--- src/rtl/bubble_ctrl_pkg.sv ---
// Shared encodings for the BUBBLE sequencer: opcodes, functs, ALU select codes, FSM states
// and instruction classes, plus the branch-target helper.
package bubble_ctrl_pkg;

  localparam logic [5:0] OP_RTYPE = 6'b000000;
  localparam logic [5:0] OP_ADDI  = 6'b001000;
  localparam logic [5:0] OP_SUBI  = 6'b011010;
  localparam logic [5:0] OP_ANDI  = 6'b001100;
  localparam logic [5:0] OP_ORI   = 6'b001101;
  localparam logic [5:0] OP_LW    = 6'b100011;
  localparam logic [5:0] OP_SW    = 6'b101011;
  localparam logic [5:0] OP_BEQ   = 6'b000100;
  localparam logic [5:0] OP_J     = 6'b000010;
  localparam logic [5:0] OP_HALT  = 6'b111111;

  localparam logic [5:0] FN_ADD = 6'b100000;
  localparam logic [5:0] FN_SUB = 6'b100010;
  localparam logic [5:0] FN_AND = 6'b100100;
  localparam logic [5:0] FN_OR  = 6'b100101;
  localparam logic [5:0] FN_SLT = 6'b101010;

  localparam logic [1:0] ALU_SEL_IDLE = 2'b00;
  localparam logic [1:0] ALU_SEL_R    = 2'b01;
  localparam logic [1:0] ALU_SEL_I    = 2'b10;
  localparam logic [1:0] ALU_SEL_J    = 2'b11;

  typedef enum logic [2:0] {
    ST_FETCH, ST_DECODE, ST_EXEC, ST_MEM, ST_WB, ST_HALT, ST_ERR
  } state_t;

  typedef enum logic [2:0] {
    CLS_R, CLS_I, CLS_LW, CLS_SW, CLS_BEQ, CLS_J, CLS_HALT, CLS_ILL
  } cls_t;

  // Taken-branch target: pc + 4 + (sign-extended word offset << 2), mod 2^32.
  function automatic logic [31:0] branch_target(input logic [31:0] pc, input logic [15:0] imm);
    return pc + 32'd4 + {{14{imm[15]}}, imm, 2'b00};
  endfunction

endpackage

--- src/rtl/bubble_decode.sv ---
// Combinational instruction classifier: class, legality, ALU select/op/funct and
// writeback register for the latched IR. Zero latency, no flow control.
module bubble_decode
  import bubble_ctrl_pkg::*;
(
  input  logic [31:0] ir,
  output cls_t        cls,
  output logic        legal,
  output logic [1:0]  alu_sel,
  output logic [5:0]  alu_op,
  output logic [5:0]  alu_funct,
  output logic [4:0]  rf_waddr
);

  logic [5:0] opcode;
  logic [5:0] funct;
  logic       unused_ir;

  assign opcode    = ir[31:26];
  assign funct     = ir[5:0];
  assign unused_ir = ^{ir[25:21], ir[10:6]};

  always_comb begin
    cls       = CLS_ILL;
    alu_sel   = ALU_SEL_IDLE;
    alu_op    = 6'b0;
    alu_funct = 6'b0;
    case (opcode)
      OP_RTYPE: begin
        if (funct inside {FN_ADD, FN_SUB, FN_AND, FN_OR, FN_SLT}) begin
          cls       = CLS_R;
          alu_sel   = ALU_SEL_R;
          alu_funct = funct;
        end
      end
      OP_ADDI, OP_SUBI, OP_ANDI, OP_ORI: begin
        cls     = CLS_I;
        alu_sel = ALU_SEL_I;
        alu_op  = opcode;
      end
      // Address generation for loads and stores reuses the immediate adder.
      OP_LW, OP_SW: begin
        cls     = (opcode == OP_LW) ? CLS_LW : CLS_SW;
        alu_sel = ALU_SEL_I;
        alu_op  = OP_ADDI;
      end
      OP_BEQ: begin
        cls       = CLS_BEQ;
        alu_sel   = ALU_SEL_R;
        alu_funct = FN_SUB;
      end
      OP_J: begin
        cls     = CLS_J;
        alu_sel = ALU_SEL_J;
      end
      OP_HALT: cls = CLS_HALT;
      default: cls = CLS_ILL;
    endcase
  end

  assign legal    = (cls != CLS_ILL);
  assign rf_waddr = (cls == CLS_R) ? ir[15:11] : ir[20:16];

endmodule

--- src/rtl/bubble_exec_ctrl.sv ---
// Multi-cycle BUBBLE sequencer: fetch, decode, exec, mem, writeback; all outputs registered
// from next state. R-type 4 cycles, lw 5 + ack wait, sw 4 + ack wait; stalls on imem_valid/dmem_ack.
module bubble_exec_ctrl
  import bubble_ctrl_pkg::*;
#(
  parameter logic [31:0] RESET_PC     = 32'h0000_0000,
  parameter int unsigned DMEM_TIMEOUT = 15
) (
  input  logic        clk,
  input  logic        rst,
  output logic        imem_req,
  input  logic        imem_valid,
  input  logic [31:0] imem_rdata,
  output logic [31:0] pc,
  output logic [1:0]  alu_sel,
  output logic [5:0]  alu_funct,
  output logic [5:0]  alu_op,
  input  logic [31:0] alu_result,
  input  logic        alu_zero,
  input  logic [31:0] alu_new_pc,
  output logic        dmem_req,
  output logic        dmem_we,
  input  logic        dmem_ack,
  output logic        rf_we,
  output logic [4:0]  rf_waddr,
  output logic        rf_wsel,
  output logic [31:0] instret,
  output logic        halted,
  output logic        err
);

  localparam logic [15:0] TMO_LIM = 16'(DMEM_TIMEOUT);

  state_t      state_q, state_d;
  logic [31:0] ir_q, ir_d;
  logic [31:0] pc_q, pc_d;
  logic [31:0] instret_q, instret_d;
  logic [15:0] tmo_q, tmo_d;

  logic        imem_req_q, imem_req_d;
  logic [1:0]  alu_sel_q, alu_sel_d;
  logic [5:0]  alu_funct_q, alu_funct_d;
  logic [5:0]  alu_op_q, alu_op_d;
  logic        dmem_req_q, dmem_req_d;
  logic        dmem_we_q, dmem_we_d;
  logic        rf_we_q, rf_we_d;
  logic [4:0]  rf_waddr_q, rf_waddr_d;
  logic        rf_wsel_q, rf_wsel_d;
  logic        halted_q, halted_d;
  logic        err_q, err_d;

  cls_t        dec_cls;
  logic        dec_legal;
  logic [1:0]  dec_alu_sel;
  logic [5:0]  dec_alu_op;
  logic [5:0]  dec_alu_funct;
  logic [4:0]  dec_rf_waddr;
  logic [31:0] pc_plus4;
  logic        unused_alu_result;

  // The result word is steered to the register file by rf_wsel, not through this block.
  assign unused_alu_result = ^alu_result;
  assign pc_plus4          = pc_q + 32'd4;

  bubble_decode u_decode (
    .ir        (ir_q),
    .cls       (dec_cls),
    .legal     (dec_legal),
    .alu_sel   (dec_alu_sel),
    .alu_op    (dec_alu_op),
    .alu_funct (dec_alu_funct),
    .rf_waddr  (dec_rf_waddr)
  );

  always_comb begin
    state_d   = state_q;
    ir_d      = ir_q;
    pc_d      = pc_q;
    instret_d = instret_q;
    tmo_d     = tmo_q;
    case (state_q)
      ST_FETCH: begin
        if (imem_req_q && imem_valid) begin
          ir_d    = imem_rdata;
          state_d = ST_DECODE;
        end
      end
      ST_DECODE: begin
        if (!dec_legal)                state_d = ST_ERR;
        else if (dec_cls == CLS_HALT)  state_d = ST_HALT;
        else                           state_d = ST_EXEC;
      end
      ST_EXEC: begin
        case (dec_cls)
          CLS_LW, CLS_SW: begin
            tmo_d   = 16'd0;
            state_d = ST_MEM;
          end
          CLS_BEQ: begin
            pc_d      = alu_zero ? branch_target(pc_q, ir_q[15:0]) : pc_plus4;
            instret_d = instret_q + 32'd1;
            state_d   = ST_FETCH;
          end
          CLS_J: begin
            pc_d      = alu_new_pc;
            instret_d = instret_q + 32'd1;
            state_d   = ST_FETCH;
          end
          default: state_d = ST_WB;
        endcase
      end
      // An ack in the same cycle the wait budget runs out still completes the access.
      ST_MEM: begin
        if (dmem_ack) begin
          tmo_d = 16'd0;
          if (dec_cls == CLS_SW) begin
            pc_d      = pc_plus4;
            instret_d = instret_q + 32'd1;
            state_d   = ST_FETCH;
          end else begin
            state_d = ST_WB;
          end
        end else begin
          tmo_d = tmo_q + 16'd1;
          if (tmo_d == TMO_LIM) state_d = ST_ERR;
        end
      end
      ST_WB: begin
        pc_d      = pc_plus4;
        instret_d = instret_q + 32'd1;
        state_d   = ST_FETCH;
      end
      default: state_d = state_q;
    endcase

    imem_req_d  = (state_d == ST_FETCH);
    alu_sel_d   = (state_d == ST_EXEC) ? dec_alu_sel   : ALU_SEL_IDLE;
    alu_op_d    = (state_d == ST_EXEC) ? dec_alu_op    : 6'b0;
    alu_funct_d = (state_d == ST_EXEC) ? dec_alu_funct : 6'b0;
    dmem_req_d  = (state_d == ST_MEM);
    dmem_we_d   = (state_d == ST_MEM) && (dec_cls == CLS_SW);
    rf_waddr_d  = (state_d == ST_WB) ? dec_rf_waddr : 5'd0;
    rf_we_d     = (state_d == ST_WB) && (dec_rf_waddr != 5'd0);
    rf_wsel_d   = (state_d == ST_WB) && (dec_cls == CLS_LW);
    halted_d    = (state_d == ST_HALT);
    err_d       = (state_d == ST_ERR);
  end

  always_ff @(posedge clk or posedge rst) begin
    if (rst) begin
      state_q     <= ST_FETCH;
      ir_q        <= 32'd0;
      pc_q        <= RESET_PC;
      instret_q   <= 32'd0;
      tmo_q       <= 16'd0;
      imem_req_q  <= 1'b0;
      alu_sel_q   <= ALU_SEL_IDLE;
      alu_funct_q <= 6'b0;
      alu_op_q    <= 6'b0;
      dmem_req_q  <= 1'b0;
      dmem_we_q   <= 1'b0;
      rf_we_q     <= 1'b0;
      rf_waddr_q  <= 5'd0;
      rf_wsel_q   <= 1'b0;
      halted_q    <= 1'b0;
      err_q       <= 1'b0;
    end else begin
      state_q     <= state_d;
      ir_q        <= ir_d;
      pc_q        <= pc_d;
      instret_q   <= instret_d;
      tmo_q       <= tmo_d;
      imem_req_q  <= imem_req_d;
      alu_sel_q   <= alu_sel_d;
      alu_funct_q <= alu_funct_d;
      alu_op_q    <= alu_op_d;
      dmem_req_q  <= dmem_req_d;
      dmem_we_q   <= dmem_we_d;
      rf_we_q     <= rf_we_d;
      rf_waddr_q  <= rf_waddr_d;
      rf_wsel_q   <= rf_wsel_d;
      halted_q    <= halted_d;
      err_q       <= err_d;
    end
  end

  assign imem_req  = imem_req_q;
  assign pc        = pc_q;
  assign alu_sel   = alu_sel_q;
  assign alu_funct = alu_funct_q;
  assign alu_op    = alu_op_q;
  assign dmem_req  = dmem_req_q;
  assign dmem_we   = dmem_we_q;
  assign rf_we     = rf_we_q;
  assign rf_waddr  = rf_waddr_q;
  assign rf_wsel   = rf_wsel_q;
  assign instret   = instret_q;
  assign halted    = halted_q;
  assign err       = err_q;

endmodule
--- config.mk ---
export PLATFORM = sky130hd
export DESIGN_NAME = bubble_exec_ctrl
export DESIGN_NICKNAME = d
export VERILOG_FILES = /design/src/rtl/bubble_ctrl_pkg.sv /design/src/rtl/bubble_decode.sv /design/src/rtl/bubble_exec_ctrl.sv
export SDC_FILE = /design/constraint.sdc
export NUM_CORES = 1
export LEC_CHECK = 0
export ABC_AREA = 1
export BUFFER_PORTS_ARGS = -buffer_cell sky130_fd_sc_hd__clkbuf_2
export CAP_MARGIN = 30
export CORE_AREA = 4 4 198 104
export DETAILED_ROUTE_END_ITERATION = 6
export DIE_AREA = 0 0 202 108
export GPL_ROUTABILITY_DRIVEN = 0
export PLACE_DENSITY = 0.73
export SETUP_SLACK_MARGIN = 0.2
export SYNTH_ARGS = -nofsm -noshare
export SYNTH_HDL_FRONTEND = slang
export SYNTH_SLANG_ARGS = --single-unit
--- constraint.sdc ---
create_clock -name clk -period 3.6 [get_ports clk]
set_input_delay 0.18 -clock clk [delete_from_list [all_inputs] [get_ports clk]]
set_output_delay 0.18 -clock clk [all_outputs]
set_load 0.02 [all_outputs]
## Yosys cells after proc, flatten, opt, wreduce, memory -nomap -nowiden

Index checks and enable logic that the tools add are counted.

- Bits in registers: 141
- Latch bits: 0
- Bits in writable memories: 0
- Memory bits (read-only): 0
- Output and inout port bits: 90
- Word-level logic and storage cells: 109
- Memories kept: 0

- $add $sub $neg: 4
- $mul: 0
- Div/mod/pow operators: 0
- Magnitude comparators: 0
- Eq/ne operators: 35
- Shift-type cells: 0
- Multiplexer cells: 33
- Bitwise operators: 0
- Reductions and logical operators: 21

Operators with widths:

| cell | count |
|---|---|
| 32-bit 2-to-1 mux | 6 |
| 32-bit case mux with 3 select lines | 2 |
| 32-bit case mux with 2 select lines | 1 |
| 6-bit == test, second input constant | 8 |
| 32-bit by 1-bit adder with 32-bit output, second input constant | 1 |
| 32-bit by 3-bit adder with 32-bit output, second input constant | 1 |
| 32-bit adder | 1 |
| 16-bit 2-to-1 mux | 2 |
| 16-bit case mux with 2 select lines | 1 |
| 6-bit case mux with 2 select lines | 2 |
| 3-bit == test, second input constant | 7 |
| 3-bit 2-to-1 mux | 7 |
| 3-bit by 2-bit == test with 1-bit output, second input constant | 6 |
| 6-bit by 4-bit == test with 1-bit output, second input constant | 3 |
| 6-bit 2-to-1 mux | 3 |
| 3-bit case mux with 6 select lines | 1 |
| 16-bit by 1-bit adder with 16-bit output, second input constant | 1 |
| 16-bit by 4-bit == test with 1-bit output, second input constant | 1 |
| 3-bit case mux with 5 select lines | 1 |
| 5-bit 2-to-1 mux | 2 |
| 5-bit nonzero test | 2 |
| 3-bit logical NOT | 3 |
| 2-bit inequality test, second input constant | 4 |
| 2-bit case mux with 4 select lines | 1 |
| other kinds (17) | 26 |

## Logic depth before layout (Yosys ltp)

Gate-level depths: netlist of run 1.

- Depth in word-level cells: 10
- Mapped depth: 26
- Gate-level depth less buffers: 26

## Hierarchy

Synthesis of run 1 repeated with hierarchy kept, for this count alone.

- Cell total of the unflattened synthesis: 1445
- Area, all modules: 10073.4 µm²

Modules (own cells, without submodules):

| module | instances | cells an instance | area each (µm²) |
|---|---|---|---|
| bubble_exec_ctrl | 1 | 1336 | 9577.9 |
| bubble_decode | 1 | 109 | 495.5 |

## Worst setup path after synthesis of run 1

No wires, ideal clock.

- Path kind: register to register
- Start point: register pc_q[5], in the netlist pc[5]
- End point: register pc_q[23], in the netlist pc[23]
- Setup time: 120 ps
- Data arrival time: 3042 ps
- Data required time: 3480 ps
- Setup slack: 438 ps
- Cell stages (with the launch flop): 25
- Buffers on the path: 0
- Period minus slack after synthesis: 3162 ps
- Cell sequence: dfrtp_1 > nand2_1 > nor2_1 > nand2_1 > nor2_1 > nand2_1 > nor3_1 > inv_1 > nor2_1 > nand3_1 > xor2_1 > inv_1 > ha_1 > nand2_1 > inv_1 > nand2_1 > and2_1 > nand2_1 > inv_1 > nand2_1 > or2_2 > nand3_1 > o211ai_1 > o21ai_0 > inv_1

- Cells in the longest elaborated chain, start to end: 5
- Elaborated cells between the ends (all ways): 7
- Classes of those cells: add/sub: 2; mux: 5

RTL lines:

| element | RTL line | RTL |
|---|---|---|
| start, declared | bubble_exec_ctrl.sv:36 | `logic [31:0] pc_q, pc_d;` |
| start signal, assigned | bubble_exec_ctrl.sv:170 | `pc_q <= pc_d;` |
| 32-bit by 3-bit adder with 32-bit output (*) | bubble_ctrl_pkg.sv:37, bubble_exec_ctrl.sv:63 |  |
| 32-bit adder | bubble_ctrl_pkg.sv:37 | `return pc + 32'd4 + {{14{imm[15]}}, imm, 2'b00};` |
| 32-bit 2-to-1 mux | bubble_exec_ctrl.sv:100 | `pc_d = alu_zero ? branch_target(pc_q, ir_q[15:0]) : pc_plus4;` |
| 32-bit case mux with 2 select lines | bubble_exec_ctrl.sv:94 | `case (dec_cls)` |
| 32-bit case mux with 3 select lines (*) | bubble_exec_ctrl.sv:81 | `case (state_q)` |

Every way passes the cells marked *; elsewhere a longest branch is shown, timed or not. The select of a mux whose other input is x is not followed.
A chain may end at the register's enable or synchronous reset.

## Worst setup path in the final report of run 1

- Start point: register pc_q[7], in the netlist pc[7]
- End point: register pc_q[28], in the netlist pc[28]

Same word-level chain as after synthesis.

==> results of run 1 <==
[layer usage]
layer | GRT usage | share of wire | up-vias
met5 | 0 | 0.00038 | -
li1 | - | - | 4841
met2 | 0.381 | 0.37 | 680
met1 | 0.475 | 0.46 | 4834
met4 | 0.0780 | 0.022 | 2
met3 | 0.113 | 0.15 | 79
[synthesized netlist by cell type (2+ instances only)]
cell      instances
nand4_1          36
a21oi_1          61
nand2_2           3
a31oi_1           2
nand3_2           5
buf_2             7
inv_1           166
xor2_1           38
mux2_2            2
ha_1             33
nor2_1          149
nor4_1            9
o21ai_0          70
dfrtp_1         136
nor3_2            2
o211ai_1         14
or2_2             8
nor2_2           14
nand2_4           3
o22ai_1           7
clkbuf_1         16
nand3_1          86
nor3_1           26
o21bai_1          5
nand2_1         406
inv_2             5
nor2_4            3
xnor2_1          26
a21o_1            2
and3_1            2
[per-stage QoR]
step | total power (uW) | setup slack [ps] | hold WS [ps]
4_1_cts | 3640 | 164 | 10.5
6_report | 3620 | 211 | 20.5
5_1_grt | 3720 | 49.1 | 23.9
3_3_place_gp | 1690 | 88.8 | 294
3_5_place_dp | 1690 | 63.4 | 297
2_1_floorplan | 1620 | 438 | 290
[repair_timing]
action                     in CTS  in global routing
setup buffers                   1                 12
gates resized for setup        19                121
cloned                          0                  0
pin swaps                       1                 28
hold buffers                   29                  0
hold endpoints to repair       56                  0
setup endpoints to repair      14                 22
[sequential cells by signal, summed over array words and instances (netlist names), 3 cells and up]
name,cells
tmo_q,16
instret,32
ir_q,27
pc,32
alu_funct,6
rf_waddr,5
alu_op,6
state_q,3
[worst max-delay path: cells and delay by family (launching register included)]
kind                       cells  cell delay, ps
and+or+nand+nor               18            2030
adders and majority gates      1             320
xor gates and xnor gates       1             260
DFF                            1             440
buffers and inverters          3             240
[cells by family after synthesis]
logic type / after synthesis / synth area share
buf+inv: 196 / 0.0799
compound gates: 170 / 0.100
mux: 2 / 0.00239
fa+ha+maj: 34 / 0.0460
flops: 136 / 0.361
simple gates: 758 / 0.350
other cells: 1 / 0.000398
xor+xnor: 64 / 0.0595
[worst paths after layout]
path                                from      endpoint  slack [ps]
min in group asynchronous            rst  alu_funct[1]         390
max in group asynchronous            rst       ir_q[8]        2330
setup / recovery                   pc[7]        pc[28]         210
setup reg to reg                   pc[7]        pc[28]         210
hold / removal             imem_rdata[4]       ir_q[4]          20
hold reg to reg              instret[31]   instret[31]         470
[power groups by stage]
stage	clock [uW]	combinational [uW]	sequential [uW]
finish	1930	161	1530
CTS	1950	158	1530
global placement	0	130	1560
floorplan	0	62.0	1560
global route	2010	177	1530
detailed placement	0	132	1560
[final cells by class]
cell class | instances | area share
flip-flops and latches | 136 | 0.279
clock buffers | 19 | 0.0362
multi-input cells | 1030 | 0.474
repair buffers | 227 | 0.115
clock inverters | 13 | 0.0158
well taps | 266 | 0.0272
inverters | 171 | 0.0528
==> results.json, run 1 <==
{
  "detail-route-antenna-nets": 0,
  "finalSetupViolCount": 0,
  "layout-drive-gt1-share": 0.245,
  "path_clk_slew_ps": 70,
  "arrival_ps": 3700,
  "yosys-top-cells-area": "dfrtp_1 36%, nand2_1 16%, inv_1 6.6%",
  "hold-path-cell-count": 3,
  "r2r_cells": 23,
  "slowest_delay_ps": 440,
  "grt-ovfl-total": 0,
  "pwr-share-comb": 0.045,
  "seq_area_mm2": 0.00342,
  "drt_iter0_markers": 1245,
  "powerDensity_mw_per_mm2": 296,
  "cp.required_ps": 3910,
  "ys_seq_area_frac": 0.361,
  "cp-start-kind": "flip-flop",
  "vias": 10400,
  "slew_headroom": 0.243,
  "netlist_instances": 1361,
  "die_w_um": 202,
  "start_util": 0.497,
  "async_reset_ff_frac": 1.00,
  "layout_commonest_cell": "nand2_1",
  "synth_top_area_share": 0.361,
  "insertion_delay_ps": 430,
  "cts_made_buffers": 17,
  "final_cell_mix": "387 x nand2_1, 160 x inv_1, 153 x clkbuf_2",
  "synthFlopType": "dfrtp_1",
  "finalCritPeriodShare": 0.941,
  "p_switching_uw": 835,
  "hold_path.class": "input port to flip-flop",
  "final_core_util": 0.645,
  "rows": 36,
  "seqPwrFrac": 0.423,
  "placed_cell_area_mm2": 0.0107,
  "drt_first_pass_iters": 7,
  "status": "complete, but fails checks",
  "grt_start_max_net_pins": 72,
  "die_y_um": 108,
  "max_freq_mhz": 295,
  "yosysWarnings": 0,
  "htree_levels": 4,
  "synth_area_leader_cell": "dfrtp_1",
  "finalSetupTns_ps": 0,
  "dp.cells": 1788,
  "end_kind": "flip-flop",
  "fin_worst_skew_ps": 9.49,
  "multi_input_area_mm2": 0.00579,
  "ioPinCount": 191,
  "power.internal_uw": 2780,
  "synth_edf_count": 0,
  "final_nets": 1718,
  "grt_pass1_wl_um": 51200,
  "path_cells": "nand2_4, nor2_4, nand2_2, nor2_2, nand2_1, nor3_2, inv_1, nor2_2, nand3_2, xor2_2, inv_2, ha_4, nand2_2, nor2_2, nand2_1, inv_1, nand3_1, nand3_1, nand3_1, nand2_1, nand2_1, nand2_1, nand2_1",
  "violations": "design-rule violations",
  "dp_hpwl_um": 25500,
  "period_needed_ps": 3390,
  "wl_per_cell_um": 18.3,
  "numPortBuffers": 153,
  "cts_tree": "done",
  "clk_path_buf_depth": 2,
  "worstMarginPinSlew_ps": 1130,
  "synth_area_per_cell_um2": 6.92,
  "fin_area_mm2": 0.0122,
  "yosys_register_bits": 136,
  "crit_top_cell": "nand2_1",
  "die_area_mm2": 0.0218,
  "cp_slowest_cell": "dfrtp_2",
  "cts.sinks": 136,
  "grt.total_usage": 0.303,
  "rsz0062_at_grt": "true",
  "drc": 20,
  "fill_cells": 1640,
  "routed_wl_um": 34200,
  "vdd_ir_drop_max_v": 0.000325,
  "swShare": 0.231,
  "diodes": 0,
  "coreArea_mm2": 0.0190,
  "path_class": "flip-flop to flip-flop",
  "critPathMaxFanout": 5,
  "clkPwrFrac": 0.532,
  "area_growth_pct": 29.9,
  "leakage_uw": 0.00661,
  "root_buffer": "clkbuf_16",
  "hold_viol_final": 0,
  "fin_cells": 1862,
  "maxCapViolations": 0,
  "grt_antenna_before_repair": 2,
  "syn_area_mm2": 0.00942,
  "grt_pass1_vias": 9251,
  "drv_slew": 0,
  "synth.distinct_cells": 49,
  "post_drt_via_cell_ratio": 5.60
}
Note: power is estimated with default switching activity, not from simulation.
==> run 2: changes to the inputs <==
--- a/config.mk
+++ b/config.mk
@@ -8,11 +8,11 @@
 export ABC_AREA = 1
 export BUFFER_PORTS_ARGS = -buffer_cell sky130_fd_sc_hd__clkbuf_2
 export CAP_MARGIN = 30
-export CORE_AREA = 4 4 198 104
+export CORE_AREA = 4 4 191 100
 export DETAILED_ROUTE_END_ITERATION = 6
-export DIE_AREA = 0 0 202 108
+export DIE_AREA = 0 0 195 104
 export GPL_ROUTABILITY_DRIVEN = 0
-export PLACE_DENSITY = 0.73
+export PLACE_DENSITY = 0.75
 export SETUP_SLACK_MARGIN = 0.2
 export SYNTH_ARGS = -nofsm -noshare
 export SYNTH_HDL_FRONTEND = slang
==> constraint.sdc (replaced) <==
create_clock -name clk -period 3.5 [get_ports clk]
set_input_delay 0.175 -clock clk [delete_from_list [all_inputs] [get_ports clk]]
set_output_delay 0.175 -clock clk [all_outputs]
set_load 0.02 [all_outputs]
==> results.json, run 2 (same netlist as run 1, synthesis figures left out) <==
{
  "path_class": "flip-flop to flip-flop",
  "path_cells": "nand2_2, nor2_4, nand2_4, nor2_4, buf_4, nand3_1, nor2_1, xor2_1, inv_1, ha_4, nand2_1, inv_1, nand2_1, inv_1, nand2_1, or2_2, nand4_1, nand3_1, nand2_1, nand2_1, nand2_1, nand2_1",
  "cts_made_buffers": 17,
  "hold_slack_ps": 18.6,
  "reg2reg_to": "pc[27]",
  "post_drt_via_cell_ratio": 5.61,
  "final_core_util": 0.702,
  "grt.total_usage": 0.293,
  "finalPower_uw": 3730,
  "crit_top_cell": "nand2_1",
  "multi_input_area_mm2": 0.00574,
  "die_w_um": 195,
  "area_growth_pct": 28.7,
  "critPathMaxFanout": 5,
  "fin_worst_skew_ps": 9.38,
  "layout-drive-gt1-share": 0.230,
  "finalSetupTns_ps": 0,
  "rsz0062_at_grt": "true",
  "grt_pass1_vias": 9669,
  "seq_area_mm2": 0.00341,
  "finalSetupViolCount": 0,
  "grt-ovfl-total": 0,
  "detail-route-antenna-nets": 0,
  "use_met2": 0.488,
  "leakage_uw": 0.00660,
  "vias": 10300,
  "die_area_mm2": 0.0203,
  "max_freq_mhz": 298,
  "grt_pass1_wl_um": 48700,
  "cts.sinks": 136,
  "reg2reg_slack_ps": 150,
  "drv_slew": 0,
  "htree_levels": 4,
  "powerDensity_mw_per_mm2": 307,
  "vdd_ir_drop_max_v": 0.000306,
  "grt_start_max_net_pins": 122,
  "cp.buffers_inverters": 4,
  "root_buffer": "clkbuf_16",
  "slew_headroom": 0.363,
  "cp-start-kind": "flip-flop",
  "cp.required_ps": 3810,
  "hold_path.class": "input port to flip-flop",
  "drt_first_pass_iters": 6,
  "r2r_cells": 22,
  "fill_cells": 1366,
  "status": "complete, no violations",
  "routed_wl_um": 31300,
  "insertion_delay_ps": 430,
  "coreArea_mm2": 0.0173,
  "arrival_ps": 3670,
  "final_nets": 1716,
  "hold_path.startpoint": "imem_rdata[20]",
  "holdPathEnd": "ir_q[20]",
  "grt_antenna_before_repair": 0,
  "end_kind": "flip-flop",
  "diodes": 0,
  "worstMarginPinSlew_ps": 956,
  "rows": 34,
  "path_clk_slew_ps": 60,
  "grt_use_met3": 0.0492,
  "setup_ws_ps": 148,
  "finalCritPeriodShare": 0.958,
  "slowest_delay_ps": 450,
  "busiest_layer": "met2",
  "final_cell_mix": "392 x nand2_1, 159 x inv_1, 153 x clkbuf_2",
  "numPortBuffers": 153,
  "ioPinCount": 191,
  "drc": 0,
  "clk_path_buf_depth": 2,
  "layout_commonest_cell": "nand2_1",
  "hold_viol_final": 0,
  "die_y_um": 104,
  "maxCapViolations": 0,
  "dp_hpwl_um": 22200,
  "cp_slowest_cell": "dfrtp_1",
  "start_util": 0.545,
  "drt_iter0_markers": 1107,
  "use_met1": 0.387,
  "hold-path-cell-count": 3,
  "cts_tree": "done",
  "dp_slack_ps": 113,
  "period_needed_ps": 3350,
  "cp_top_family": "simple AND/OR/NAND/NOR gates",
  "reg2reg_from": "pc[8]",
  "wl_per_cell_um": 17.1
}
==> run 2: worst max path at each step <==
stage | from | slack (ps) | cells past startpoint | endpoint
after global placement | pc[7] | 160 | 23 | pc[29]
after detailed placement | pc[7] | 110 | 25 | pc[30]
final | pc[8] | 150 | 22 | pc[27]
after CTS | pc[6] | 180 | 22 | pc[28]
after floorplan | pc[5] | 340 | 24 | pc[23]
after global routing | pc[8] | -20 | 25 | pc[31]
==> run 2: report_power, final <==
part | switching, uW | internal (uW)
registers | 1.35 | 1570
logic | 93.7 | 66.1
clock network | 775 | 1220
total | 870 | 2860
==> run 2: cell type report <==
class                           count  share of cell area
Inverter                          171              0.0533
Clock buffer                       18              0.0354
Clock inverter                     14              0.0174
Multi-Input combinational cell   1030               0.474
Timing Repair Buffer              225               0.115
Tap cell                          234              0.0242
Sequential cell                   136               0.281
==> run 2: metal layers <==
metal,vias up,routed length (um)
li1,4837,-
met1,4828,13300
met2,488,14600
met3,106,2220
met4,0,1170
met5,-,0
==> run 2: timing repair <==
item	in CTS	in global routing
cloned	0	0
pin swaps	0	23
resized for setup	10	110
endpoints found under the setup margin	9	21
hold buffers	29	0
setup buffers	4	12
endpoints found under the hold margin	43	0
==> run 2: through the flow <==
| stage | area [um2] | cells |
|---|---|---|
| 2_1_floorplan | 9420 | 1362 |
| 3_3_place_gp | 10600 | 1751 |
| 3_5_place_dp | 10600 | 1751 |
| 4_1_cts | 11600 | 1816 |
| 5_1_grt | 12100 | 1828 |
| 6_report | 12100 | 1828 |
==> run 2: worst register-to-register path, stage by stage, from the launching register on <==
cell and delay (ps):
dfrtp_1 450, nand2_2 120, nor2_4 160, nand2_4 80
nor2_4 110, buf_4 130, nand3_1 110, nor2_1 150
xor2_1 260, inv_1 120, ha_4 310, nand2_1 140
inv_1 80, nand2_1 80, inv_1 90, nand2_1 90
or2_2 330, nand4_1 100, nand3_1 70, nand2_1 80
nand2_1 50, nand2_1 90, nand2_1 50
